$ cat config.mk
export PLATFORM = sky130hd
export DESIGN_NAME = loc_stack
export DESIGN_NICKNAME = d
export VERILOG_FILES = /design/src/rtl/loc_stack.sv
export SDC_FILE = /design/constraint.sdc
export NUM_CORES = 1
export LEC_CHECK = 0
export BUFFER_PORTS_ARGS = -buffer_cell sky130_fd_sc_hd__buf_2
export CELL_PAD_IN_SITES_DETAIL_PLACEMENT = 1
export CELL_PAD_IN_SITES_GLOBAL_PLACEMENT = 1
export CORE_MARGIN = 2
export CORE_UTILIZATION = 55
export CTS_BUF_LIST = sky130_fd_sc_hd__clkbuf_2 sky130_fd_sc_hd__clkbuf_4 sky130_fd_sc_hd__clkbuf_8
export DETAILED_ROUTE_END_ITERATION = 12
export PLACE_DENSITY_LB_ADDON = 0.05
export SLEW_MARGIN = 40
export SYNTH_ARGS = -nofsm -noshare
export SYNTH_HDL_FRONTEND = slang
export SYNTH_SLANG_ARGS = --single-unit
$ cat constraint.sdc
create_clock -name clk -period 3.9 [get_ports clk]
set_input_delay 0.195 -clock clk [delete_from_list [all_inputs] [get_ports clk]]
set_output_delay 0.195 -clock clk [all_outputs]
set_load 0.05 [all_outputs]
$ cat src/rtl/loc_stack.sv
// loc_stack: a stack of locations that is built with push/pop and then
// read back bottom-first.
// Optional feature: define STACK_FULL_FLAG_EN to add the 'full' output port.
module loc_stack #(
  parameter int WIDTH = 8,
  parameter int DEPTH = 64
) (
  input  logic             clk,
  input  logic             rst,
  input  logic [WIDTH-1:0] locIn,
  input  logic             push,
  input  logic             pop,
  input  logic             done,
  output logic [WIDTH-1:0] locOut,
  output logic             empStck
`ifdef STACK_FULL_FLAG_EN
  ,
  output logic             full
`endif
);

  localparam int          AW       = (DEPTH > 1) ? $clog2(DEPTH) : 1;
  localparam logic [AW:0] FULL_CNT = (AW+1)'(DEPTH);
  localparam logic [AW:0] ONE      = (AW+1)'(1);

  typedef enum logic {BUILD = 1'b0, READOUT = 1'b1} mode_t;

  mode_t            r_mode, w_mode_nxt;
  logic [AW:0]      r_sp, r_rp, w_sp_nxt, w_rp_nxt;
  logic [WIDTH-1:0] r_mem [DEPTH];

  logic [AW:0]      w_sp_m1;
  logic             w_sp_empty, w_sp_full;
  logic             w_wr_en;
  logic [AW-1:0]    w_wr_addr, w_rd_addr;
  logic             w_rd_ok;

  assign w_sp_m1    = r_sp - ONE;
  assign w_sp_empty = (r_sp == '0);
  assign w_sp_full  = (r_sp == FULL_CNT);

  // Next-state: done wins over push/pop; build edits the top, readout walks rp upward.
  always_comb begin
    w_mode_nxt = r_mode;
    w_sp_nxt   = r_sp;
    w_rp_nxt   = r_rp;
    w_wr_en    = 1'b0;
    w_wr_addr  = r_sp[AW-1:0];
    if (done) begin
      w_mode_nxt = READOUT;
      w_rp_nxt   = '0;
    end else if (r_mode == BUILD) begin
      if (push && pop && !w_sp_empty) begin
        // replace the top entry in place
        w_wr_en   = 1'b1;
        w_wr_addr = w_sp_m1[AW-1:0];
      end else if (push && !w_sp_full) begin
        w_wr_en  = 1'b1;
        w_sp_nxt = r_sp + ONE;
      end else if (!push && pop && !w_sp_empty) begin
        w_sp_nxt = w_sp_m1;
      end
    end else if (pop && (r_rp != r_sp)) begin
      w_rp_nxt = r_rp + ONE;
    end
  end

  // Control state: pointers and mode, cleared asynchronously.
  always_ff @(posedge clk or posedge rst) begin
    if (rst) begin
      r_mode <= BUILD;
      r_sp   <= '0;
      r_rp   <= '0;
    end else begin
      r_mode <= w_mode_nxt;
      r_sp   <= w_sp_nxt;
      r_rp   <= w_rp_nxt;
    end
  end

  // Storage: never cleared; writes are held off while reset is asserted.
  always_ff @(posedge clk) begin
    if (w_wr_en && !rst) r_mem[w_wr_addr] <= locIn;
  end

  // Outputs depend on registered state only, never on the request inputs.
  always_comb begin
    w_rd_addr = (r_mode == BUILD) ? w_sp_m1[AW-1:0] : r_rp[AW-1:0];
    w_rd_ok   = (r_mode == BUILD) ? !w_sp_empty : (r_rp < r_sp);
    locOut    = w_rd_ok ? r_mem[w_rd_addr] : '0;
    empStck   = (r_mode == BUILD) ? w_sp_empty : (r_rp == r_sp);
  end

`ifdef STACK_FULL_FLAG_EN
  assign full = w_sp_full;
`endif

endmodule

==> impl_metrics.ini <==
[synth]
synth_area_mm2 = 0.0218
synth_xor_area_share_pct = 0.676
post-synth-top-count-cell = edfxtp_1
synth_cells = 1272
synth_simple_gate_area_share_pct = 7.56
synth_common_cells = edfxtp_1 (512), nand2_1 (134), mux4_2 (87)
synth_compound_area_share_pct = 5.34
synth.distinct_cells = 73
synthTopCellsByArea = edfxtp_1 (70%), mux4_2 (9.0%), nand2_1 (2.3%)
synth_edf_count = 512
ys.warnings.count = 0
yosys.area.top_type = edfxtp_1
synth-seq-cells = 527
async_flop_share_pct = 2.85
synth_fa_ha_area_share_pct = 0.573
synthFlopType = edfxtp_1
synth_top_family_by_area = multiplexers
avgSynthCellArea_um2 = 17.2
synth_top_area_share_pct = 70.4
syn-num-nets = 1295
yosysSeqAreaShare_pct = 72.1
synth_mux_area_share_pct = 11.1

[placed_design]
place_congestion = 0.847
dp_hpwl_um = 38000
dp_slack_ps = -159
port_buffers = 21

[clock_network]
cts_tree = yes
cts_buffers = 86
clockBufferDepth = 3
cts.clk_slew.worst_paths_ps = 70
cts.sinks = 527
htreeDepth = 3
cts_root_buf = clkbuf_8
clk_latency_ps = 660

[global_route]
grt_pass1_wl_um = 90700
antenna_found_initial = 0
grt_max_degree = 65
grt-ovfl-total = 0
grt_pass1_vias = 13616
grt_use_total_pct = 30.6

[floorplanning]
core_mm2 = 0.0395
die_h_um = 203
io_pins = 22
rows = 73
die_w_um = 203
start_util_pct = 55.4
dieArea_mm2 = 0.0413

[routing]
drc = 0
detail_route.first_pass.iterations = 5
wl_per_cell_um = 30.2
vias_per_cell = 6.34
drtAntennaViolNets = 0
drt_iter0_markers = 1389
routed_wl_um = 62300
vias = 13076

[run_status]
violations = setup timing
status = finished with violations

[timing]
setup_ws_ps = -18.1
hold_viol = 0
tightestPinTransition_ps = 928
period_share_pct = 100
setup_tns_ps = -18.1
relSlewSlack_pct = 37.9
min_period_ps = 3920
fmax_ghz = 0.255
slew_viol_final = 0
fin_skew_ps = 25.4
setup_viol = 1

[final_layout]
insertedDiodeCount = 0
multi_input_area_mm2 = 0.00585
layout-drive-gt1-share_pct = 30.7
fin_nets = 1494
area_delta_synth_final_pct = 17.5
seqCellArea_mm2 = 0.0158
n_fill_cell = 3471

[critical_path]
crit_chain = buf_4 -> nor3_4 -> xnor2_2 -> o21a_4 -> buf_12 -> a311oi_2 -> nand4_1 -> o311a_1 -> a311oi_4 -> buf_6
r2r_start = r_sp[1]$_DFFE_PP0P_
cp_num_buf_inv = 3
slowest_stage = dfrtp_4
required_ps = 3700
crit_start = r_sp[2]$_DFFE_PP0P_
path_max_fanout = 14
crit_family = compound AO/OA/AOI/OAI gates
path_class = register to output port
critPathCaptureType = output port
crit_arrival_ps = 3720
worst_path_largest_cell_delay_ps = 520
startpoint_type = register

[power_and_ir_drop]
cellPowerDensity_mw_per_mm2 = 457
p_leak_nw = 8.63
peakVddDrop_uv = 390

[min_path]
hold_path.class = input port to async pin

[job]
cap_violations = 0
-- worst min-delay path, stage by stage --
cell and delay (ps):
dlygate4sd3_1 530, buf_2 120, inv_1 40, buf_4 240
-- cells by family (layout without fill, tap and decap cells) --
kind of cell	count (synthesis)	count (layout)
compound gates	154	155
simple gates	347	348
flops	527	527
mux	127	127
buf+inv	91	353
xor+xnor	16	16
fa+ha+maj	10	10
-- path summary, 6_finish.rpt --
kind	endpoint	slack, ps	depth (start not counted)
max	locOut[6]	-20	10
min	r_sp[2]$_DFFE_PP0P_	80	4
max reg2reg	r_mem[62][1]$_DFFE_PP_	400	11
min reg2reg	r_rp[6]$_DFFE_PP0P_	590	2
max in group asynchronous	r_mode$_DFFE_PP0P_	3590	4
min in group clk	r_rp[0]$_DFFE_PP0P_	90	5
-- sequential cells by signal (all words and copies together), names as in the netlist --
name	cells
r_mem	512
r_rp	7
r_sp	7
r_mode	1
-- per-stage QoR --
step                power, W  instances  util [%]  cell area, um2  hold slack (ps)
floorplan            0.00686       1272         -           21800              105
global placement     0.00717       1860      58.8           23200              218
detailed placement   0.00719       1861      58.8           23200              224
CTS                   0.0117       2038      64.3           25400             55.3
global route          0.0121       2061      65.0           25700             99.0
finish                0.0117       2061      65.0           25700             83.3
-- placed cells by master (no fill, tap or decap), types with 23 or more instances in the layout --
cell,count
nor2_1,85
nand3_1,23
a211oi_1,24
clkinv_1,26
clkbuf_8,87
a311oi_1,23
and3_1,33
mux2i_1,31
edfxtp_1,512
mux4_2,87
buf_4,143
nand2_1,132
clkbuf_4,27
-- power by group --
group / internal, W / switching (W) / total [W]
combinational: 0.000389 / 0.000583 / 0.000972
sequential: 0.00622 / 0.0000132 / 0.00623
clock: 0.00234 / 0.00219 / 0.00453
-- layout make-up --
cell class / count / area share (%)
tap: 525 / 2.56
multi-input combinational: 656 / 22.8
clock inverter: 39 / 0.712
timing repair buffer: 188 / 6.89
inverter: 12 / 0.200
sequential: 527 / 61.4
clock buffer: 114 / 5.46
-- metal layers --
metal | GRT usage (%) | vias to the layer above | part of all wire, %
met5 | 0 | - | 0
met3 | 5.08 | 109 | 7.4
met1 | 42.6 | 6896 | 40
met4 | 10.7 | 0 | 3.3
li1 | - | 5500 | -
met2 | 49.8 | 571 | 49
-- repair_timing --
item                                   4_1_cts  5_1_grt
setup endpoints to repair                    8        8
hold buffers                                 4        0
setup buffers                               15       20
resized for setup                           47       24
gates cloned                                 5        2
pin swaps                                    9       10
endpoints found under the hold margin       37        0
Note: power is estimated with default switching activity, not from simulation.
